==> src/rtl/cbit_clock_sweeper.sv <==
// cbit_clock_sweeper: port-1 master for the cbit BRAM. Sweeps every address
// once, read-and-clears each access bit, and queues addresses whose bit was 0
// (untouched since the previous sweep) as eviction candidates on a
// valid/ready stream.
// Optional build macro CBIT_SWEEP_CONT_EN adds sweep_cont for continuous
// back-to-back sweeping.
module cbit_clock_sweeper #(
  parameter int L2_DEPTH      = 8,
  parameter int FIFO_L2_DEPTH = 2
) (
  input  logic                clk,
  input  logic                rst,
  input  logic                sweep_start,
`ifdef CBIT_SWEEP_CONT_EN
  input  logic                sweep_cont,
`endif
  output logic                sweep_busy,
  output logic                sweep_done,
  output logic [L2_DEPTH:0]   cand_total,
  output logic                mem_en,
  output logic [L2_DEPTH-1:0] mem_addr,
  output logic                mem_regce,
  output logic                mem_rst,
  input  logic                mem_cbit,
  output logic                cand_valid,
  input  logic                cand_ready,
  output logic [L2_DEPTH-1:0] cand_addr
);

  localparam int FDEPTH = 2**FIFO_L2_DEPTH;
  localparam int CW     = FIFO_L2_DEPTH + 2;

  localparam logic [L2_DEPTH-1:0]    ADDR_ONE = 1;
  localparam logic [L2_DEPTH:0]      TOT_ONE  = 1;
  localparam logic [FIFO_L2_DEPTH-1:0] PTR_ONE = 1;
  localparam logic [FIFO_L2_DEPTH:0] CNT_ONE  = 1;

  typedef enum logic [1:0] {IDLE, SCAN, DRAIN} state_t;

  state_t                    state, state_nxt;
  logic [L2_DEPTH-1:0]       ptr;
  logic                      clr_sweep;

  // Read pipeline: stage 1 = BRAM output register load, stage 2 = dout valid.
  logic [2:1]                      vld_pipe;
  logic [2:1][L2_DEPTH-1:0]        addr_pipe;

  // Candidate FIFO (first-word-fall-through).
  logic [L2_DEPTH-1:0]       fifo_mem [FDEPTH];
  logic [FIFO_L2_DEPTH-1:0]  wr_ptr, rd_ptr;
  logic [FIFO_L2_DEPTH:0]    fifo_count;
  logic                      push, pop;

  // Reads in flight plus buffered candidates: every issued read may still
  // turn into a push, so it holds a FIFO slot until it resolves.
  logic [CW-1:0]             credit_used;
  logic                      credit_ok;

  assign credit_used = CW'(fifo_count) + CW'(vld_pipe[1]) + CW'(vld_pipe[2]);
  assign credit_ok   = credit_used < CW'(FDEPTH);

  assign push       = vld_pipe[2] && !mem_cbit;
  assign pop        = cand_valid && cand_ready;
  assign cand_valid = (fifo_count != '0);
  assign cand_addr  = fifo_mem[rd_ptr];

  assign sweep_busy = (state != IDLE);
  assign mem_addr   = ptr;
  assign mem_regce  = vld_pipe[1];

  // Next-state, read issue and done pulse.
  always_comb begin
    state_nxt  = state;
    mem_en     = 1'b0;
    sweep_done = 1'b0;
    clr_sweep  = 1'b0;
    case (state)
      IDLE: begin
        if (sweep_start) begin
          state_nxt = SCAN;
          clr_sweep = 1'b1;
        end
      end
      SCAN: begin
        if (credit_ok) begin
          mem_en = 1'b1;
          if (ptr == '1) state_nxt = DRAIN;
        end
      end
      DRAIN: begin
        // FIFO contents may still be waiting; only the read pipe must be empty.
        if (vld_pipe == '0) begin
          sweep_done = 1'b1;
`ifdef CBIT_SWEEP_CONT_EN
          if (sweep_cont) begin
            state_nxt = SCAN;
            clr_sweep = 1'b1;
          end else begin
            state_nxt = IDLE;
          end
`else
          state_nxt = IDLE;
`endif
        end
      end
      default: state_nxt = IDLE;
    endcase
  end

  // State, address pointer, candidate counter and BRAM output-reset control.
  always_ff @(posedge clk or posedge rst) begin
    if (rst) begin
      state      <= IDLE;
      ptr        <= '0;
      cand_total <= '0;
      mem_rst    <= 1'b0;
    end else begin
      state   <= state_nxt;
      mem_rst <= (state == IDLE);
      if (clr_sweep)   ptr <= '0;
      else if (mem_en) ptr <= ptr + ADDR_ONE;
      // Max value 2**L2_DEPTH fits in L2_DEPTH+1 bits, so no saturation logic.
      if (clr_sweep)   cand_total <= '0;
      else if (push)   cand_total <= cand_total + TOT_ONE;
    end
  end

  // Read request valid/address shift register matching the 2-cycle BRAM latency.
  always_ff @(posedge clk or posedge rst) begin
    if (rst) begin
      vld_pipe  <= '0;
      addr_pipe <= '0;
    end else begin
      vld_pipe[1]  <= mem_en;
      vld_pipe[2]  <= vld_pipe[1];
      addr_pipe[1] <= ptr;
      addr_pipe[2] <= addr_pipe[1];
    end
  end

  // Candidate FIFO; simultaneous push and pop both take effect.
  always_ff @(posedge clk or posedge rst) begin
    if (rst) begin
      wr_ptr     <= '0;
      rd_ptr     <= '0;
      fifo_count <= '0;
      for (int i = 0; i < FDEPTH; i++) fifo_mem[i] <= '0;
    end else begin
      if (push) begin
        fifo_mem[wr_ptr] <= addr_pipe[2];
        wr_ptr           <= wr_ptr + PTR_ONE;
      end
      if (pop) rd_ptr <= rd_ptr + PTR_ONE;
      case ({push, pop})
        2'b10:   fifo_count <= fifo_count + CNT_ONE;
        2'b01:   fifo_count <= fifo_count - CNT_ONE;
        default: fifo_count <= fifo_count;
      endcase
    end
  end

endmodule

==> config.mk <==
export PLATFORM = sky130hd
export DESIGN_NAME = cbit_clock_sweeper
export DESIGN_NICKNAME = d
export VERILOG_FILES = /design/src/rtl/cbit_clock_sweeper.sv
export SDC_FILE = /design/constraint.sdc
export NUM_CORES = 1
export LEC_CHECK = 0
export ABC_AREA = 1
export CAP_MARGIN = 20
export CORE_UTILIZATION = 51
export CTS_BUF_LIST = sky130_fd_sc_hd__clkbuf_4 sky130_fd_sc_hd__clkbuf_8
export DETAILED_ROUTE_END_ITERATION = 16
export HOLD_SLACK_MARGIN = 0.03
export MAX_ROUTING_LAYER = met4
export PLACE_DENSITY_LB_ADDON = 0.1
export SYNTH_ARGS = -nofsm -noshare
export SYNTH_HDL_FRONTEND = slang
export SYNTH_SLANG_ARGS = --single-unit
==> constraint.sdc <==
create_clock -name clk -period 2.7 [get_ports clk]
set_clock_uncertainty 0.05 [all_clocks]
set_input_delay 0.27 -clock clk [delete_from_list [all_inputs] [get_ports clk]]
set_output_delay 0.27 -clock clk [all_outputs]
set_load 0.01 [all_outputs]
==> run summary, run 1 <==
post-cts hold buffer count - 0
Worst Tran Pin Value - 0.403 ns
outcome - finished clean
type of origin of the critical path - flip-flop
PwrDens - 1180 nW/µm²
Clock Tree Buf Depth - 2
clock-pin slew on the worst setup and hold paths - 0.08 ns
Period minus WS final - 2.46 ns
Area Overhead vs Synth - 19.9%
WL met2 - 2980 µm
clock power share - 23.0%
RSZ-0062 raised after global routing - false
core footprint - 6390 µm²
CP max FO - 9
synth top area cells - dfrtp_1, nand2_1, nor2_1
Post-Route WL - 6410 µm
TritonCTS Buffers - 9
grt ovf - 0
Worst-Skew Late Latency - 0.35 ns
largest net degree at the start of global routing - 78
VDD IR max - 0.706 mV
post-synth cell types - 30
GPL Wtd Cong - 0.836
CP Cell Sequence - ha_1 -> nand2_1 -> nand2_1 -> a21oi_4 -> clkdlybuf4s50_1
most numerous cell on the critical path - nand2_1
Die Y-Extent - 83.7 µm
register area share after synthesis - 56.6%
Gates resized, CTS repair - 0
Core Rows - 29
initial antenna violation count - 0
clock tree sinks - 77
largest area contributor in the netlist - dfrtp_1
DP Worst Slack - 0.552 ns
final hold viol count - 0
number of buffer cells added on primary ports - 35
die area - 7000 µm²
Vias/cell - 5.09
antenna violation net count after detailed routing - 0
CP top delay family - buffers and inverters
GRT Total Usage - 21.0%
vias post-DR - 2481
R2R Path Start - fifo_count[0]$_DFFE_PP0P_
Leak - 2.00 nW
met3 wire len - 219 µm
DRT iter0 DRCs - 139
vias in the first global route - 2359
fmax - 407 MHz
Slew headroom - 73.1%
Post-synth EDFFs - 0
CP max stage delay - 0.59 ns
kind of critical path - reg2out
IO Count - 36
CTS tree - done
Setup Fix Bufs, Post-CTS - 0
post-route setup TNS - 0 ns
Int Pwr - 3.08 mW
Worst EP arrival - 2.14 ns
H-Tree Depth - 3
Starting Density - 53.3%
Top Layer Used - met4
Mean Syn Cell Area - 9.32 µm²
synthesized flop and latch total - 77
share of cells above drive strength 1 - 11.0%
WP buf/inv - 1
Netlist Area Pre-Place - 3400 µm²
CP Data Required Time - 2.38 ns
final worst setup slack - 0.245 ns
Avg WL per Cell - 13.2 µm
power share of the combinational group - 38.7%
count of pins over their slew limit - 0
Synth Flop Type - dfrtp_1
post-synth net total - 379
M1 WL - 3070 µm
crit path from - vld_pipe[2]$_DFF_PP0_
min-delay worst type - in2async
Die W - 83.7 µm
Yosys top cell area share - 56.6%
switching share of power - 36.1%
period utilisation layout - 90.9%
final net count - 419
WHS - 0.266 ns
Design Area, Final - 4080 µm²
part of the power in registers - 38.3%
Final setup viols - 0
drt pass-1 iters - 4
# DRC - 0
fraction of registers with async set/reset - 100%
clock tree root driver cell - clkbuf_8
Synth warnings - 0
Critical Path Sink Type - output pin
Ant. Diodes - 0
slowest CP cell - clkdlybuf4s50_1
Net Sw Power - 1.74 mW
detailed placer's ending HPWL - 4040 µm
Max-Cap Viols - 0
Total Power - 4.81 mW
Placed Area - 3820 µm²
first-pass GRT wire length - 11100 µm
Post-Syn Instances - 365
==> power groups by stage <==
stage / registers, mW / clock network, mW / logic (mW)
2_1_floorplan: 1.81 / 0 / 1.19
4_1_cts: 1.84 / 1.13 / 1.89
3_5_place_dp: 1.86 / 0 / 1.86
5_1_grt: 1.89 / 1.18 / 2.10
3_3_place_gp: 1.85 / 0 / 1.82
6_report: 1.84 / 1.11 / 1.86
==> state kept, by name (all words and copies together), names as in the netlist <==
| signal | flops |
|---|---|
| addr_pipe | 16 |
| cand_total | 9 |
| fifo_count | 3 |
| rd_ptr | 2 |
| state | 2 |
| fifo_mem | 32 |
| mem_rst | 1 |
| wr_ptr | 2 |
| mem_addr | 8 |
| vld_pipe | 2 |
==> layout make-up <==
type / count / area [µm²]
multi-input combinational: 242 / 1260
fill: 546 / 2310
clock inverter: 3 / 90.1
sequential: 77 / 1930
tap: 77 / 96.3
clock buffer: 13 / 173
inverter: 37 / 146
timing repair buffer: 38 / 385
==> layout by cell type, fill, tap and decap left out, types with 2 or more instances in the layout <==
| cell type | netlist | routed |
|---|---|---|
| nand2_1 | 89 | 89 |
| dfrtp_1 | 77 | 77 |
| nand2_4 | 5 | 5 |
| nor2_1 | 38 | 38 |
| o21ai_2 | 8 | 8 |
| nand4_1 | 5 | 5 |
| o22ai_1 | 9 | 9 |
| buf_4 | 0 | 2 |
| ha_1 | 8 | 8 |
| clkbuf_8 | 0 | 12 |
| bufinv_16 | 0 | 3 |
| a21oi_1 | 4 | 4 |
| o21ai_0 | 23 | 23 |
| nand3_1 | 12 | 12 |
| nor2_2 | 2 | 2 |
| o21ai_1 | 24 | 24 |
| xor2_1 | 5 | 5 |
| inv_1 | 32 | 31 |
| clkdlybuf4s50_1 | 0 | 35 |
| inv_2 | 4 | 5 |
==> synthesized netlist by cell type (2+ instances only) <==
cell     number
o21ai_0      23
nand2_4       5
o21ai_2       8
nor2_1       38
ha_1          8
inv_2         4
o21ai_1      24
a21oi_1       4
nand2_1      89
buf_6         4
nor2_2        2
inv_1        32
nand3_1      12
nand4_1       5
o22ai_1       9
xor2_1        5
dfrtp_1      77
buf_2         4
==> final timing paths <==
path,endpoint,cells after the start,slack (ns)
setup / recovery,mem_en,5,0.24
hold / removal,rd_ptr[0]$_DFFE_PP0P_,3,0.27
setup reg to reg,fifo_count[2]$_DFFE_PP0P_,10,0.81
hold reg to reg,addr_pipe[10]$_DFF_PP0_,0,0.29
max in group asynchronous,mem_addr[7]$_DFFE_PP0P_,3,2.01
min in group clk,addr_pipe[10]$_DFF_PP0_,0,0.29
==> layer usage <==
layer  vias to the layer above  GRT usage (%)
li1                       1256              -
met1                      1166           28.0
met2                        43           31.3
met3                        16           4.45
met4                         0           8.94
met5                         -              -
==> stage by stage <==
step           cells  utilization (%)
2_1_floorplan    365                -
3_3_place_gp     471             59.8
3_5_place_dp     471             59.8
4_1_cts          487             63.9
5_1_grt          487             63.9
6_report         487             63.9
==> worst reg2reg max path, stage by stage (launching register included) <==
cell	delay [ns]
dfrtp_1	0.39
inv_1	0.09
nand3_1	0.11
nand2_1	0.07
inv_1	0.09
ha_1	0.14
inv_1	0.06
fa_1	0.37
a21oi_1	0.14
o21ai_0	0.11
xor2_1	0.15
==> logic make-up (layout without fill, tap and decap cells) <==
group           Yosys count  in the layout  synth area share [%]
simple gates            157            157                  20.1
buf+inv                  46             91                  6.32
compound gates           70             70                  11.9
xor+xnor                  6              6                  1.54
flops                    77             77                  56.6
fa+ha+maj                 9              9                  3.53
Note: power is estimated with default switching activity, not from simulation.
==> inputs of run 2 (changes only) <==
- PLACE_DENSITY: unset -> 0.75
- PLACE_DENSITY_LB_ADDON: 0.1 -> unset
==> run summary, run 2 (synthesis gave the netlist of run 1 again) <==
post-route setup TNS - 0 ns (unchanged)
Leak - 1.97 nW (-1.2%)
Setup Fix Bufs, Post-CTS - 0 (unchanged)
Worst Tran Pin Value - 0.601 ns (+0.198 ns)
slowest CP cell - clkdlybuf4s50_1
vias in the first global route - 2512 (+6.5%)
CP Data Required Time - 2.38 ns (about the same)
number of flip-flops under the largest register name - 32 (unchanged)
core footprint - 6390 µm² (unchanged)
power share of the combinational group - 39.6% (+0.9 points)
Starting Density - 53.3% (unchanged)
Period minus WS final - 2.44 ns (-0.0135 ns)
Max-Cap Viols - 0 (unchanged)
Worst-Skew Late Latency - 0.35 ns (about the same)
CP max FO - 9 (unchanged)
post-cts hold buffer count - 0 (unchanged)
Worst path depth - 5 (unchanged)
type of origin of the critical path - flip-flop
CP top delay family - buffers and inverters
Net Sw Power - 1.74 mW (+0.29%)
WP buf/inv - 1 (unchanged)
first-pass GRT wire length - 11500 µm (+3.2%)
CTS tree - done
share of cells above drive strength 1 - 11.0% (unchanged)
Finished Core Util - 63.1% (-0.78 points)
IO Count - 36 (unchanged)
vias post-DR - 2551 (+2.8%)
min-delay worst type - in2async
most numerous cell on the critical path - nand2_1
crit path from - vld_pipe[2]$_DFF_PP0_
Final setup viols - 0 (unchanged)
part of the power in registers - 40.0% (+1.7 points)
clock tree root driver cell - clkbuf_8
Worst EP arrival - 2.12 ns (-0.02 ns)
Clock Tree Buf Depth - 2 (unchanged)
kind of critical path - reg2out
M2 GR Usage - 35.5% (+4.2 points)
clock tree sinks - 77 (unchanged)
Die W - 83.7 µm (unchanged)
Avg WL per Cell - 13.5 µm (+2.8%)
WHS - 0.263 ns (-0.00374 ns)
top flop regs - fifo_mem: 32 flops, addr_pipe: 16 flops, cand_total: 9 flops
outcome - finished clean
number of buffer cells added on primary ports - 35 (unchanged)
CP max stage delay - 0.60 ns (about the same)
period utilisation layout - 90.4% (-0.50 points)
antenna violation net count after detailed routing - 0 (unchanged)
drt pass-1 iters - 6 (+2)
worst reg-to-reg path cell count - 10 (unchanged)
largest net degree at the start of global routing - 31 (-60%)
gr busiest metal - met2
Design Area, Final - 4030 µm² (-1.2%)
final net count - 420 (+0.24%)
Gates resized, CTS repair - 0 (unchanged)
Core Rows - 29 (unchanged)
detailed placer's ending HPWL - 4440 µm (+9.9%)
Post-Route WL - 6600 µm (+2.8%)
grt ovf - 0 (unchanged)
final hold viol count - 0 (unchanged)
GRT Total Usage - 21.3% (+0.36 points)
RSZ-0062 raised after global routing - false
most frequent cells in the layout - nand2_1, dfrtp_1, nor2_1, clkdlybuf4s50_1, inv_1
Vias/cell - 5.24 (+2.8%)
Die Y-Extent - 83.7 µm (unchanged)
commonest non-fill, non-tap cell in the layout - nand2_1
GR Layer Usage met1 - 26.4% (-1.7 points)
Area Overhead vs Synth - 18.4%
die area - 7000 µm² (unchanged)
# DRC - 0 (unchanged)
DRT iter0 DRCs - 173 (+24%)
VDD IR max - 0.672 mV (-4.7%)
GPL Wtd Cong - 0.832 (-0.48%)
Most flops, register - fifo_mem
R2R Path Start - fifo_count[0]$_DFFE_PP0P_
met3 Resource Use GR - 2.97% (-1.5 points)
clock power share - 20.4% (-2.6 points)
fmax - 410 MHz (+0.55%)
Total Power - 4.66 mW (-3.3%)
count of pins over their slew limit - 0 (unchanged)
Critical Path Sink Type - output pin
Int Pwr - 2.92 mW (-5.3%)
switching share of power - 37.4% (+1.3 points)
TritonCTS Buffers - 9 (unchanged)
initial antenna violation count - 0 (unchanged)
Ant. Diodes - 0 (unchanged)
clock-pin slew on the worst setup and hold paths - 0.08 ns (about the same)
Slew headroom - 59.9% (-13 points)
H-Tree Depth - 3 (unchanged)
PwrDens - 1160 nW/µm² (-2.1%)
CP Cell Sequence - ha_1 -> nand2_1 -> nand2_1 -> a21oi_4 -> clkdlybuf4s50_1
Placed Area - 3810 µm² (-0.13%)
## run 2: cell types whose count changed in the layout (fill, tap and decap cells not counted)
cell,delta
clkinvlp_4,+1
clkinv_2,+1
buf_12,-1
bufinv_16,-1
clkbuf_8,-2
buf_4,+2
## run 2: power by group through the flow
stage                     clock [mW]  sequential, mW  combinational [mW]
final                          0.950            1.86                1.85
after global routing            1.01            1.92                2.07
after CTS                      0.971            1.86                1.86
after detailed placement           0            1.88                1.85
after global placement             0            1.86                1.79
after floorplan                    0            1.81                1.19
## run 2: final timing paths
kind                       slack (ns)                        end
hold / removal                   0.26    fifo_mem[9]$_DFFE_PP0P_
max in group asynchronous        1.57  cand_total[4]$_DFFE_PP0P_
min in group clk                 0.30     addr_pipe[8]$_DFF_PP0_
setup / recovery                 0.26                     mem_en
setup reg to reg                 0.79  fifo_count[2]$_DFFE_PP0P_
hold reg to reg                  0.30     addr_pipe[8]$_DFF_PP0_
## run 2: through the flow
| stage | setup WS [ns] | cells |
|---|---|---|
| 2_1_floorplan | 0.413 | 365 |
| 3_3_place_gp | 0.577 | 472 |
| 3_5_place_dp | 0.536 | 472 |
| 4_1_cts | 0.235 | 487 |
| 5_1_grt | 0.162 | 487 |
| 6_report | 0.258 | 487 |
## run 2: final cells by class
class	instances	area, µm²
clock buffers	11	145
clock inverters	4	72.6
fillers	577	2360
inverters	37	146
multi-input cells	242	1260
flip-flops and latches	77	1930
well taps	77	96.3
repair buffers	39	380
## run 2: worst reg2reg max path, cell delays in order (launching register included)
cell and delay, ns:
dfrtp_1 0.40, inv_1 0.09, nand3_1 0.11, nand2_1 0.08, inv_1 0.09, ha_1 0.15, inv_1 0.07, fa_1 0.37
a21oi_1 0.14, o21ai_0 0.11, xor2_1 0.15
## run 2: layer usage
| layer | up-vias | part of all wire (%) |
|---|---|---|
| li1 | 1261 | - |
| met4 | 0 | 1.8 |
| met3 | 12 | 3.4 |
| met5 | - | 0 |
| met1 | 1221 | 47 |
| met2 | 57 | 48 |
==> inputs of run 3 (changes only) <==
- CTS_CLUSTER_DIAMETER: unset -> 30
==> results of run 3 <==
The final DEF is identical to that of run 2; final timing and power are the same.
